### src/rtl/lfsr_core.sv
// lfsr_core: parameterised Fibonacci LFSR used as a pseudo-random stimulus/noise source.
//
// Parameters
//   N          register width, legal 2..32; selects a maximal-length XOR tap set
// Ports
//   clk        rising-edge clock
//   rst        asynchronous, active-high reset; forces num = 1
//   load_seed  synchronous seed load strobe (level, sampled every edge)
//   rand_bus   [17:1] shared seed bus; rand_bus[N:1] used, zero-extended when N > 17.
//              Named rand_bus because "rand" is a reserved SystemVerilog keyword.
//   num        [N:1] registered LFSR state; the serial output bit is num[1]
//
// Build option
//   LFSR_ZERO_GUARD_EN  when defined, the all-zero lock-up state is never entered:
//                       a zero seed loads 1, and a zero state shifts to 1.
module lfsr_core #(
  parameter int N = 8
) (
  input  logic        clk,
  input  logic        rst,
  input  logic        load_seed,
  input  logic [17:1] rand_bus,
  output logic [N:1]  num
);

  // Out-of-range widths stop elaboration on the missing module below.
  generate
    if (N < 2 || N > 32) begin : g_illegal_n
      lfsr_core_illegal_width_n u_illegal ();
    end
  endgenerate

  // Maximal-length tap masks; bit (i-1) of the mask selects num[i].
  function automatic logic [31:0] tap_mask(input int n);
    logic [31:0] m;
    m = 32'h0;
    case (n)
      2:  m = 32'h0000_0003; // 2,1
      3:  m = 32'h0000_0006; // 3,2
      4:  m = 32'h0000_000C; // 4,3
      5:  m = 32'h0000_0014; // 5,3
      6:  m = 32'h0000_0030; // 6,5
      7:  m = 32'h0000_0060; // 7,6
      8:  m = 32'h0000_00B8; // 8,6,5,4
      9:  m = 32'h0000_0110; // 9,5
      10: m = 32'h0000_0240; // 10,7
      11: m = 32'h0000_0500; // 11,9
      12: m = 32'h0000_0829; // 12,6,4,1
      13: m = 32'h0000_100D; // 13,4,3,1
      14: m = 32'h0000_2015; // 14,5,3,1
      15: m = 32'h0000_6000; // 15,14
      16: m = 32'h0000_D008; // 16,15,13,4
      17: m = 32'h0001_2000; // 17,14
      18: m = 32'h0002_0400; // 18,11
      19: m = 32'h0004_0023; // 19,6,2,1
      20: m = 32'h0009_0000; // 20,17
      21: m = 32'h0014_0000; // 21,19
      22: m = 32'h0030_0000; // 22,21
      23: m = 32'h0042_0000; // 23,18
      24: m = 32'h00E1_0000; // 24,23,22,17
      25: m = 32'h0120_0000; // 25,22
      26: m = 32'h0200_0023; // 26,6,2,1
      27: m = 32'h0400_0013; // 27,5,2,1
      28: m = 32'h0900_0000; // 28,25
      29: m = 32'h1400_0000; // 29,27
      30: m = 32'h2000_0029; // 30,6,4,1
      31: m = 32'h4800_0000; // 31,28
      32: m = 32'h8020_0003; // 32,22,2,1
      default: m = 32'h0;
    endcase
    return m;
  endfunction

  localparam logic [31:0] TAPS = tap_mask(N);
  localparam logic [N:1]  ONE  = {{(N-1){1'b0}}, 1'b1};

  logic [N:1]  mask;
  logic        feedback;   // probed hierarchically; keep this name
  logic [32:1] rand_ext;
  logic [N:1]  seed;
  logic        unused_bits;

  assign mask     = TAPS[N-1:0];
  assign feedback = ^(num & mask);

  // Zero-extend the 17-bit bus to the widest legal N, then take the low N bits.
  assign rand_ext    = {15'd0, rand_bus};
  assign seed        = rand_ext[N:1];
  assign unused_bits = ^rand_ext;

  always_ff @(posedge clk or posedge rst) begin
    if (rst) begin
      num <= ONE;
    end else if (load_seed) begin
`ifdef LFSR_ZERO_GUARD_EN
      num <= (seed == '0) ? ONE : seed;
`else
      num <= seed;
`endif
    end else begin
`ifdef LFSR_ZERO_GUARD_EN
      num <= (num == '0) ? ONE : {num[N-1:1], feedback};
`else
      num <= {num[N-1:1], feedback};
`endif
    end
  end

endmodule

### config.mk
export PLATFORM = sky130hd
export DESIGN_NAME = lfsr_core
export DESIGN_NICKNAME = d
export VERILOG_FILES = /design/src/rtl/lfsr_core.sv
export SDC_FILE = /design/constraint.sdc
export NUM_CORES = 1
export LEC_CHECK = 0
export ABC_AREA = 1
export BUFFER_PORTS_ARGS = -buffer_cell sky130_fd_sc_hd__buf_4
export CAP_MARGIN = 30
export CORE_AREA = 2 2 39 41
export DETAILED_ROUTE_END_ITERATION = 10
export DIE_AREA = 0 0 41 43
export PLACE_DENSITY = 0.6
export RECOVER_POWER = 50
export SKIP_LAST_GASP = 1
export SYNTH_ARGS = -nofsm -noshare
export SYNTH_HDL_FRONTEND = slang
export SYNTH_SLANG_ARGS = --single-unit
export TNS_END_PERCENT = 1
### constraint.sdc
create_clock -name clk -period 1 [get_ports clk]
set_clock_uncertainty 0.05 [all_clocks]
set_input_delay 0.05 -clock clk [delete_from_list [all_inputs] [get_ports clk]]
set_output_delay 0.05 -clock clk [all_outputs]
set_load 0.02 [all_outputs]
=== Word level (Yosys, flattened, before mapping) ===
Index checks and enable logic that the tools add are counted.

* Bits in registers: 8
* Input bits: 20
* Logic and storage cells: 3

* Mux-type cells: 1
* Reductions and logical operators: 1

{| class="wikitable"
|+ Operators with widths
! cell !! number
|-
| 2-to-1 mux 8 bit || 1
|-
| XOR reduction 8 bit || 1
|}

=== Depth between registers and ports, before layout ===
* Depth after elaboration: 2
* Gate-level depth with buffers: 6
* Gate-level depth less buffers: 6

=== Worst setup path after synthesis ===
Ideal clock, no wire load.

* Kind: reg2reg
* From: register num[6] (netlist name)
* To: register num[1] (netlist name)
* Data arrival time: 0.841 ns
* Required time: 0.874 ns
* Path slack: 0.033 ns
* Cell stages (with the launch flop): 7
* Period minus slack after synthesis: 0.967 ns
* Cell sequence: dfrtp_1 -> nor2_1 -> inv_1 -> nand2_1 -> nand2_1 -> nand3_1 -> nand2_1

* Cells in the longest elaborated chain, start to end: 2

{| class="wikitable"
|+ RTL lines
! what !! line !! RTL
|-
| start: declaration || 23 || <nowiki>output logic [N:1] num</nowiki>
|-
| start signal: assignment || 104 || <nowiki>num <= {num[N-1:1], feedback};</nowiki>
|-
| XOR reduction 8 bit || 84 || <nowiki>assign feedback = ^(num & mask);</nowiki>
|-
| 2-to-1 mux 8 bit || 94 || <nowiki>end else if (load_seed) begin</nowiki>
|}

No other way between the ends.

=== Worst setup path in the final report ===
* From: register num[1] (netlist name)
* To: output port num[1] (netlist name)

No word-level cell between the ends.

==> results.txt <==
* Largest regs: num: 8 flops
* Via count: 381
- Of all cell types, the one taking the most synthesized area is sky130_fd_sc_hd__dfrtp_1.
* Parity-gate share of the synthesized area counting xor and xnor cells: 0.0240
- Flip-flop count of the largest register, all copies and words added: 8
- Endpoint of the lowest-slack register-to-register path: num[1]
* Cell area after placement: 513 sq um
* Worst path buffer plus inverter count: 1
- The global routing stage identified its most utilized layer as met2.
- 28 I/O pins were placed.
* Number of placed cells counting well taps: 81
* Accumulated negative setup slack: 0 ns
- Half-perimeter wire length after placement: 582 microns
* Outcome: finished clean
- Cts bufs inserted: 3
- The finished cells cover 648 sq um.
- Maximum level of the CTS H-tree: 1
- Startpoint of the worst register-to-register path: num[6]
- Number of stages on the worst hold path: 2
- Final critical-path required period: 0.996 ns
- Measured along the x axis, the die boundary spans 41 microns.
- Count of final hold-check violations: 0
* Register clock-pin slew on the reported worst setup and hold paths: 0.06 ns
- The worst pin sits at a relative slew slack of 0.804.
- Counting flops per register, the top entry is num.
- Share of cell area taken by muxes after synthesis: 0
- Non-filler cells, final: 95
* Final setup slack of the worst path: 0.00439 ns
* Total iterations of the first detailed-routing run: 2
* Antenna Violating Nets Remaining: 0
- Setup repair after global routing missed its margin: yes
* Number of nets in the synthesized netlist: 68
* Synthesized area divided by synthesized cell count: 7.61 sq um
- The worst setup path is launched from a flip-flop.
* Diode count: 0
- Of the synthesized area, sequential elements account for 0.551.
* Final routed DRC violation total: 0
* Port Buffer Count: 18
- Portion of the clock cycle consumed by the worst path in the final layout: 0.996
- Share of synthesized cell area in and, or, nand and nor gates: 0.281
- Wire length of the first global-routing pass: 1260 microns
- Of the total synthesized cell area, the portion taken by full adders, half adders and majority gates is 0.
* WP data arrival: 0.90 ns
- Number of distinct library cell variants in the gate-level netlist after synthesis: 10
- Start-to-end type of the worst setup path: reg2out
- Crit path max-delay family: flip-flops
* Capturing element type of the critical path: primary output
* Average wire per standard cell: 8.19 microns
* # setup viols final: 0
- The initialized floorplan defines 14 standard-cell rows.
* Crit path required time: 0.90 ns
- The max-slew violation count was 0.
- Overall Power: 0.884 mW
- Number of buffers on the longest clock path: 2
- Combinational family with the most area after synthesis: simple AND/OR/NAND/NOR gates
- WHS Endpoint: num[5]
- CTS saw 8 sinks.
- The number of antenna violations at the first check in global routing was 0.
* Area overhead of the layout relative to synthesis: 77.4%
- Slack of the worst reg-to-reg path: 0.06 ns
* Yosys warning count: 0
- For this run the aggregate overflow at the end of global routing stands at 0.
- Number of max-capacitance violations reported: 0
* Worst Tran Pin Value: 0.294 ns
* Pre-CTS WS: 0.0468 ns
* Post-Route WL: 778 microns
* Worst min-delay path category: in2reg
* Post-layout net count: 100
- Drt initial violations: 3
* TritonCTS clock tree: yes
- Fraction of final layout cells sized beyond drive strength 1: 0.329
- For this run, the total global-route usage over all layers was measured as 0.107.
* Power per standard cell area: 1360 nW/um^2
* Met3 track demand over resource in global routing: 0.0314
* Die boundary height: 43 microns
- For the worst-skew pair, the clock arrives at the later sink with an insertion delay of 0.25 ns.
* GPL Wtd Cong: 0.690
* Initial Util: 0.264
- Synthesized area: 365 sq um
- Via/cell ratio: 4.01
* Critical-path maximum fanout: 2
- The fraction of the mapped netlist area in compound gates came to 0.0411.
- Mapped Cells: 48
- The synthesized design contains 8 register bits.
* Largest cells by area after synthesis: sky130_fd_sc_hd__dfrtp_1 (48%), sky130_fd_sc_hd__nand2_1 (25%), sky130_fd_sc_hd__dfstp_2 (7.2%), sky130_fd_sc_hd__inv_1 (7.2%), sky130_fd_sc_hd__o21ai_1 (4.1%)
- The cell sitting at the root of the clock tree is a sky130_fd_sc_hd__clkbuf_4.
- Startpoint of the lowest-slack hold path: load_seed
- Slowest-stage cell, CP: sky130_fd_sc_hd__dfstp_2
- The filler cells instantiated in the layout total 135.
* Maximum number of pins on one net before global-route repair: 13
- Static timing analysis puts the maximum clock frequency at 1.00 GHz.
* VDD IR max: 0.584 mV
- For this design the static power due to leakage is 0.361 nW.
- Worst r2r path cells: 6
- Of the post-synthesis cell area, the dominant cell type holds 0.479.
* Met1 track utilization from global routing: 0.127
* Die area: 1760 sq um
- The number of global-route vias before repair was 360.
* Worst-path cell chain: buf_6
- For this run, the slowest stage of the critical path takes 0.54 ns.
- Area of the core: 1380 sq um
- Met2 Resource Use GR: 0.163
## worst max path at each step
stage,from,to,slack [ns],cells after the start
floorplan,num[6],num[1],0.03,6
CTS,num[1],num[1],-0.004,1
detailed placement,num[6],num[1],0.05,6
global placement,num[6],num[1],0.08,6
global route,num[1],num[1],-0.02,1
finish,num[1],num[1],0.004,1
## synth_stat cells (all sizes together)
| cell | instances |
|---|---|
| buf | 1 |
| dfrtp | 7 |
| dfstp | 1 |
| inv | 8 |
| nand2 | 24 |
| nand3 | 1 |
| nor2 | 2 |
| o21ai | 3 |
| xnor2 | 1 |
## per-stage QoR
step	util	hold WS, ns
2_1_floorplan	-	-0.185
3_3_place_gp	0.371	-0.0327
3_5_place_dp	0.371	-0.0351
4_1_cts	0.458	0.0301
5_1_grt	0.468	0.0362
6_report	0.468	0.0328
## repair_timing
action	4_1_cts	5_1_grt
gates resized for setup	1	2
hold buffers	9	0
pin swaps	0	1
buffers inserted	0	1
endpoints found under the setup margin	1	2
hold endpoints to repair	16	0
## cell usage in the layout (no fill, tap or decap), types with 3 or more instances in the layout
cell type                       count
sky130_fd_sc_hd__buf_4             14
sky130_fd_sc_hd__clkbuf_4           7
sky130_fd_sc_hd__dfrtp_1            7
sky130_fd_sc_hd__dlygate4sd3_1      9
sky130_fd_sc_hd__inv_1              7
sky130_fd_sc_hd__nand2_1           24
sky130_fd_sc_hd__o21ai_1            3
## routing by layer
layer | vias up | part of all wire
met2 | 11 | 0.43
met4 | 0 | 0
li1 | 203 | -
met3 | 0 | 0.064
met1 | 167 | 0.50
met5 | - | 0
## report_power, final
group | switching, mW | internal, mW | total (mW) | leakage, nW
logic | 0.116 | 0.126 | 0.242 | 0.250
registers | 0.0284 | 0.361 | 0.389 | 0.0955
clock network | 0.100 | 0.152 | 0.252 | 0.0150
total | 0.245 | 0.639 | 0.884 | 0.361
## kinds of logic after synthesis
logic type / Yosys count
buffers and inverters: 9
and+or+nand+nor: 27
AOI/OAI and AO/OA: 3
DFF: 8
xor gates and xnor gates: 1
## layout make-up
class	instances	area (sq um)	area share
clock buffers	4	26.3	0.0405
inverters	8	30.0	0.0463
multi-input cells	31	134	0.207
flip-flops and latches	8	201	0.311
well taps	16	20.0	0.0309
repair buffers	28	236	0.365
No activity file was read; power rests on OpenSTA's default activity.
